**src/rtl/sha3_byte_packer.sv**
```systemverilog
// sha3_byte_packer: packs a valid/ready byte stream into 32-bit words for the
// keccak core. First byte of a word lands in [31:24]. Each message ends with
// a word flagged is_last: either a partial word (byte_num = 1..3) or, when the
// length is a multiple of four, an all-zero terminator with byte_num = 0.
// After the last word, new bytes are blocked until the core reports the digest.
module sha3_byte_packer #(
    parameter int LEN_W = 16
) (
    input  logic             clk,
    input  logic             reset_n,
    input  logic [7:0]       byte_in,
    input  logic             byte_valid,
    input  logic             byte_last,
    output logic             byte_ready,
    output logic [31:0]      kc_in,
    output logic             kc_in_ready,
    output logic             kc_is_last,
    output logic [1:0]       kc_byte_num,
    input  logic             kc_buffer_full,
    input  logic             kc_out_ready,
    output logic [LEN_W-1:0] msg_len,
    output logic             busy
);

    typedef enum logic [2:0] {
        FILL        = 3'd0,
        SEND        = 3'd1,
        SEND_LAST   = 3'd2,
        SEND_PAD    = 3'd3,
        WAIT_DIGEST = 3'd4
    } state_t;

    localparam logic [LEN_W-1:0] LEN_MAX = {LEN_W{1'b1}};
    localparam logic [LEN_W-1:0] LEN_ONE = LEN_W'(1);

    state_t           state_q;
    logic [1:0]       cnt_q;
    logic [31:0]      word_q;
    logic             pad_pending_q;
    logic [LEN_W-1:0] msg_len_q;
    logic             kc_in_ready_q;
    logic             kc_is_last_q;
    logic [1:0]       kc_byte_num_q;

    logic             byte_xfer_s;
    logic             word_xfer_s;

    assign byte_ready  = (state_q == FILL);
    assign byte_xfer_s = byte_valid & (state_q == FILL);
    assign word_xfer_s = kc_in_ready_q & ~kc_buffer_full;

    assign kc_in       = word_q;
    assign kc_in_ready = kc_in_ready_q;
    assign kc_is_last  = kc_is_last_q;
    assign kc_byte_num = kc_byte_num_q;
    assign msg_len     = msg_len_q;
    assign busy        = ~((state_q == FILL) && (cnt_q == 2'd0));

    // Packer FSM: byte packing, word handshake, terminator and digest wait.
    always_ff @(posedge clk or negedge reset_n) begin
        if (!reset_n) begin
            state_q       <= FILL;
            cnt_q         <= 2'd0;
            word_q        <= 32'd0;
            pad_pending_q <= 1'b0;
            msg_len_q     <= '0;
            kc_in_ready_q <= 1'b0;
            kc_is_last_q  <= 1'b0;
            kc_byte_num_q <= 2'd0;
        end else begin
            case (state_q)
                FILL: begin
                    if (byte_xfer_s) begin
                        case (cnt_q)
                            2'd0:    word_q[31:24] <= byte_in;
                            2'd1:    word_q[23:16] <= byte_in;
                            2'd2:    word_q[15:8]  <= byte_in;
                            default: word_q[7:0]   <= byte_in;
                        endcase
                        if (msg_len_q != LEN_MAX) begin
                            msg_len_q <= msg_len_q + LEN_ONE;
                        end else begin
                            msg_len_q <= msg_len_q;
                        end
                        if (cnt_q == 2'd3) begin
                            // Full word; a last byte here still owes a terminator.
                            state_q       <= SEND;
                            cnt_q         <= 2'd0;
                            pad_pending_q <= byte_last;
                            kc_in_ready_q <= 1'b1;
                            kc_is_last_q  <= 1'b0;
                            kc_byte_num_q <= 2'd0;
                        end else if (byte_last) begin
                            state_q       <= SEND_LAST;
                            cnt_q         <= 2'd0;
                            kc_in_ready_q <= 1'b1;
                            kc_is_last_q  <= 1'b1;
                            kc_byte_num_q <= cnt_q + 2'd1;
                        end else begin
                            cnt_q <= cnt_q + 2'd1;
                        end
                    end else begin
                        state_q <= FILL;
                    end
                end
                SEND: begin
                    if (word_xfer_s) begin
                        word_q <= 32'd0;
                        if (pad_pending_q) begin
                            // Zero terminator follows immediately; ready stays high.
                            state_q       <= SEND_PAD;
                            kc_in_ready_q <= 1'b1;
                            kc_is_last_q  <= 1'b1;
                            kc_byte_num_q <= 2'd0;
                        end else begin
                            state_q       <= FILL;
                            kc_in_ready_q <= 1'b0;
                            kc_is_last_q  <= 1'b0;
                            kc_byte_num_q <= 2'd0;
                        end
                    end else begin
                        state_q <= SEND;
                    end
                end
                SEND_LAST: begin
                    if (word_xfer_s) begin
                        state_q       <= WAIT_DIGEST;
                        word_q        <= 32'd0;
                        kc_in_ready_q <= 1'b0;
                        kc_is_last_q  <= 1'b0;
                        kc_byte_num_q <= 2'd0;
                    end else begin
                        state_q <= SEND_LAST;
                    end
                end
                SEND_PAD: begin
                    if (word_xfer_s) begin
                        state_q       <= WAIT_DIGEST;
                        word_q        <= 32'd0;
                        pad_pending_q <= 1'b0;
                        kc_in_ready_q <= 1'b0;
                        kc_is_last_q  <= 1'b0;
                        kc_byte_num_q <= 2'd0;
                    end else begin
                        state_q <= SEND_PAD;
                    end
                end
                WAIT_DIGEST: begin
                    if (kc_out_ready) begin
                        state_q   <= FILL;
                        msg_len_q <= '0;
                    end else begin
                        state_q <= WAIT_DIGEST;
                    end
                end
                default: begin
                    state_q       <= FILL;
                    cnt_q         <= 2'd0;
                    word_q        <= 32'd0;
                    pad_pending_q <= 1'b0;
                    kc_in_ready_q <= 1'b0;
                    kc_is_last_q  <= 1'b0;
                    kc_byte_num_q <= 2'd0;
                end
            endcase
        end
    end

endmodule

```
**config.mk**
```make
export PLATFORM = sky130hd
export DESIGN_NAME = sha3_byte_packer
export DESIGN_NICKNAME = d
export VERILOG_FILES = /design/src/rtl/sha3_byte_packer.sv
export SDC_FILE = /design/constraint.sdc
export NUM_CORES = 1
export LEC_CHECK = 0
export ABC_AREA = 1
export BUFFER_PORTS_ARGS = -buffer_cell sky130_fd_sc_hd__buf_4
export CAP_MARGIN = 20
export CORE_MARGIN = 1
export CORE_UTILIZATION = 54
export DETAILED_ROUTE_END_ITERATION = 10
export PLACE_DENSITY = 0.9
export SLEW_MARGIN = 5
export SYNTH_ARGS = -nofsm -noshare
export SYNTH_HDL_FRONTEND = slang
export SYNTH_SLANG_ARGS = --single-unit
```
**constraint.sdc**
```tcl
create_clock -name clk -period 1.8 [get_ports clk]
set_clock_uncertainty 0.05 [all_clocks]
set_input_delay 0.27 -clock clk [delete_from_list [all_inputs] [get_ports clk]]
set_output_delay 0.27 -clock clk [all_outputs]
set_load 0.01 [all_outputs]
```
Yosys cells after proc, flatten, opt, wreduce, memory -nomap -nowiden
Index checks and enable logic that the tools add are counted.
{"block": "op_classes", "eq_ne": 22, "mux": 42, "n_reduce_logical": 18, "n_bitwise": 7, "n_addsub": 2}
{"operator": "$pmux 32 s3", "count": 1}
{"operator": "$mux 32", "count": 2}
{"operator": "$mux 16", "count": 3}
{"operator": "$mux 8", "count": 4}
{"operator": "$pmux 16 s2", "count": 1}
{"operator": "$reduce_and 4->1", "count": 7}
{"operator": "$mux 3", "count": 7}
{"operator": "$add 16x1->16 const B", "count": 1}
{"operator": "$mux 2", "count": 8}
{"operator": "$ne 16x16->1 const B", "count": 1}
{"operator": "$ne 2x1->1 const B", "count": 8}
{"operator": "$pmux 3 s5", "count": 1}
{"operator": "$mux 1", "count": 10}
{"operator": "$reduce_or 3->1", "count": 3}
{"operator": "$ne 2x2->1 const B", "count": 4}
{"operator": "$pmux 1 s4", "count": 2}
{"operator": "$eq 3x2->1 const B", "count": 2}
{"operator": "$pmux 2 s3", "count": 1}
{"operator": "$not 1->1", "count": 5}
{"operator": "$reduce_and 5->1", "count": 1}
{"operator": "$eq 2x2->1 const B", "count": 2}
{"operator": "$ne 4x3->1 const B", "count": 1}
{"operator": "$pmux 2 s2", "count": 1}
{"operator": "$reduce_or 4->1", "count": 1}
{"operator": "13 further kinds", "count": 14}
{"block": "word_totals", "output_inout_bits": 54, "wordCells": 102, "inputBits": 14, "ff_bits": 58}

Longest topological paths before layout
{"block": "depth", "word_depth": 5, "depth_mapped": 10, "mapped_depth_nobuf": 9}

Worst setup path after synthesis
OpenSTA, ideal clock, no wires.
{"block": "synth_timing", "path_type": "flip-flop to flip-flop", "startpoint": "register msg_len_q[1] (netlist: msg_len[1])", "endpoint": "register msg_len_q[1] (netlist: msg_len[1])", "path_stages_with_launch": 8, "synth_period_minus_slack_ps": 1571, "path_buffers": 1, "slack_ps": 229, "setup_ps": 126, "required_ps": 1624, "arrival_ps": 1395, "cell_sequence": "dfrtp_1 ha_1 nand2_1 nor2_2 nand3_2 o21ai_4 buf_6 o21ai_0"}
{"block": "synth_via", "elab_chain_len": 4, "elab_cells_between_ends": 7, "cone_classes": "1 x add/sub; 2 x eq/ne; 3 x mux; 1 x reduce/logical"}
{"element": "start: declaration", "line": "40", "text": "logic [LEN_W-1:0] msg_len_q;"}
{"element": "start signal: assignment", "line": "81", "text": "msg_len_q <= msg_len_q + LEN_ONE;"}
{"element": "start signal: assignment", "line": "83", "text": "msg_len_q <= msg_len_q;"}
{"element": "$add 16x1->16", "line": "81"}
{"element": "$mux 16", "line": "80", "text": "if (msg_len_q != LEN_MAX) begin"}
{"element": "$mux 16", "line": "73", "text": "if (byte_xfer_s) begin"}
{"element": "$pmux 16 s2", "line": "71", "text": "case (state_q)"}
Several ways; a longest one is shown, not always the timed one. The select of a mux whose other input is x is not followed.
A chain may end at the register's enable or synchronous reset.

Final worst setup path
{"block": "layout_timing", "startpoint": "register state_q[1]", "endpoint": "output busy"}
{"block": "layout_via", "elab_chain_len": 3}
{"element": "start: declaration", "line": "36", "text": "state_t state_q;"}
{"element": "start signal: assignment", "line": "62", "text": "state_q <= FILL;"}
{"element": "start signal: assignment", "line": "87", "text": "state_q <= SEND;"}
{"element": "start signal: assignment", "line": "94", "text": "state_q <= SEND_LAST;"}
{"element": "$logic_not 3->1", "line": "57", "text": "assign busy = ~((state_q == FILL) && (cnt_q == 2'd0));"}
{"element": "$logic_and 1x1->1", "line": "57"}
{"element": "$not 1->1", "line": "57"}
{"element": "end: declaration", "line": "22", "text": "output logic busy"}
Every way passes these cells.

==> qor.yml <==
placed_design:
  portBuffers: 67
  hpwl_um: 4820
  pre_cts_ws_ns: 0.0900
  dpl_cell_area_um2: 3480
  finalWeightedCongestion: 0.879
sta:
  rsz0062_at_grt: "no"
  worst_slack_ns: 0.0572
  fmax_ghz: 0.574
  finalWorstPathRequiredPeriod_ns: 1.74
  slew_headroom_pct: 52.0
  finalSetupTns_ns: 0
  hold_slack_ns: 0.0790
  hold_viol: 0
  tightest_slew_ns: 0.719
  fin_crit_sh_pct: 96.8
  setup_viol: 0
  maxSlewViolCount: 0
synth:
  ys_seq_area_share_pct: 49.5
  ys_seq_elements: 58
  syn_nets: 368
  avgSynthCellArea_um2: 8.40
  synth_edf_count: 0
  ys.flop_type: "dfrtp_1"
  synth.distinct_cells: 29
  async_reset_ff_share_pct: 100
  syn-cell-area_um2: 2930
  synth_warnings: 0
  synth_cells: 349
routing:
  first_pass_iters: 4
  vias: 2653
  drt.antenna.violating_nets: 0
  drtIter0Drc: 240
  viasPerCell: 5.33
  wl_per_cell_um: 13.7
  drc: 0
  wl_um: 6820
layout:
  num-fill-cells: 395
  insertedDiodeCount: 0
  final_cell_mix: "nand2_1, buf_4, dfrtp_1, o21ai_1, inv_1"
  area_growth_pct: 26.6
  nets: 442
  fin_area_um2: 3710
  drive_gt1_share_pct: 27.6
  mostFrequentLayoutCell: "nand2_1"
clock_network:
  cts_root_buffer: "clkbuf_8"
  cts_setup_buffers: 0
  cts_max_path_buffers: 2
  cts_buffers: 9
  tritoncts: "done"
  clkTransAtPathRegs_ns: 0.06
  htree_levels: 3
  clock_sinks: 58
  worstSkewPairLatency_ns: 0.33
global_routing:
  grt_pass1_wl_um: 10600
  grt_pass1_vias: 2318
  grt-ovfl-total: 0
  grt_max_degree: 59
  grtUsageTotal_pct: 25.3
  antenna_found_initial: 0
die:
  num_rows: 26
  core_area_um2: 5170
  start_util_pct: 56.7
  io_pins: 68
  die_x_um: 75.7
  die_h_um: 75.7
  dieArea_um2: 5730
min_path:
  hold_path_class: "input pin to flop"
outcome:
  outcome: "complete, no violations"
power_and_ir_drop:
  p_per_area_nw_per_um2: 1720
  power.total_w: 0.00640
  ir_drop_mv: 0.935
  p_leak_nw: 1.86
worst_setup_path:
  critPathMaxFanout: 15
  critPathKind: "flop to output port"
  end_kind: "output port"
  start_kind: "flop"
  crit_required_ns: 1.48
  crit_arrival_ns: 1.42
job:
  maxCapViolCount: 0
## through the flow
step                util, %  std cells
detailed placement     67.3        481
floorplan                 -        349
finish                 71.8        498
global route           71.8        498
global placement       67.3        481
CTS                    71.4        498
## cell usage after synthesis, types with 2 or more instances
| cell | count | area share (%) |
|---|---|---|
| nand2_4 | 7 | 2.7 |
| xor2_1 | 3 | 0.90 |
| dfrtp_1 | 58 | 50 |
| nand2_2 | 3 | 0.64 |
| or2_2 | 4 | 0.85 |
| xnor2_1 | 2 | 0.60 |
| o21ai_0 | 13 | 2.2 |
| o22ai_1 | 2 | 0.43 |
| nand2_1 | 119 | 15 |
| nand3_1 | 23 | 3.9 |
| o21ai_1 | 29 | 5.0 |
| o21ai_2 | 7 | 2.1 |
| nor2_1 | 20 | 2.6 |
| inv_1 | 26 | 3.3 |
| buf_6 | 6 | 2.3 |
| nor2_2 | 3 | 0.64 |
| nand4_1 | 7 | 1.5 |
| a21oi_1 | 2 | 0.34 |
| ha_1 | 5 | 2.1 |
## worst paths after layout
check | start | end | slack, ns | depth (start not counted)
setup / recovery | state_q[1] | busy | 0.06 | 5
hold / removal | kc_out_ready | state_q[2] | 0.08 | 2
setup reg to reg | msg_len[1] | msg_len[9] | 0.13 | 7
hold reg to reg | pad_pending_q | pad_pending_q | 0.43 | 2
max in group asynchronous | reset_n | kc_byte_num[1] | 0.74 | 2
min in group asynchronous | reset_n | kc_in_ready | 0.48 | 2
## state kept, by name (all words and copies together), names as in the netlist
register,count
pad_pending_q,1
kc_in,32
msg_len,16
cnt_q,2
state_q,3
kc_is_last,1
kc_in_ready,1
kc_byte_num,2
## timing repair
item | in CTS | in global routing
resized for setup | 0 | 5
hold endpoints to repair | 58 | 0
setup endpoints to repair | 0 | 19
hold buffers | 1 | 0
## kinds of logic after synthesis
logic type               share of synthesized area (%)
AO/OA/AOI/OAI                                     10.9
XOR/XNOR                                          1.49
adder cells (fa/ha/maj)                           2.13
buffers and inverters                             6.27
flip-flops                                        49.5
AND/OR/NAND/NOR                                   29.7
## critical path, stage by stage, from the launching register on
cell	delay, ns
dfrtp_1	0.43
nor2_4	0.18
nand2_2	0.10
inv_6	0.15
nand2_1	0.08
buf_4	0.15
## where the power goes
group          internal, W  switching (W)
Combinational      0.00120        0.00195
Sequential         0.00173       0.000315
Clock             0.000675       0.000527
## cell type report
type,count,area [um2],area share [%]
Tap cell,70,87.6,2.36
Clock inverter,6,66.3,1.79
Multi-Input combinational cell,255,1310,35.3
Timing Repair Buffer,71,548,14.8
Clock buffer,10,138,3.71
Inverter,28,110,2.97
Sequential cell,58,1450,39.1
## layer usage
layer	part of all wire [%]	track usage (%)	vias to the layer above
li1	-	-	1286
met4	1.4	11.9	0
met1	43	32.0	1249
met2	49	41.8	107
met3	6.3	5.42	11
met5	0	0	-
(Power assumes the default switching activity.)
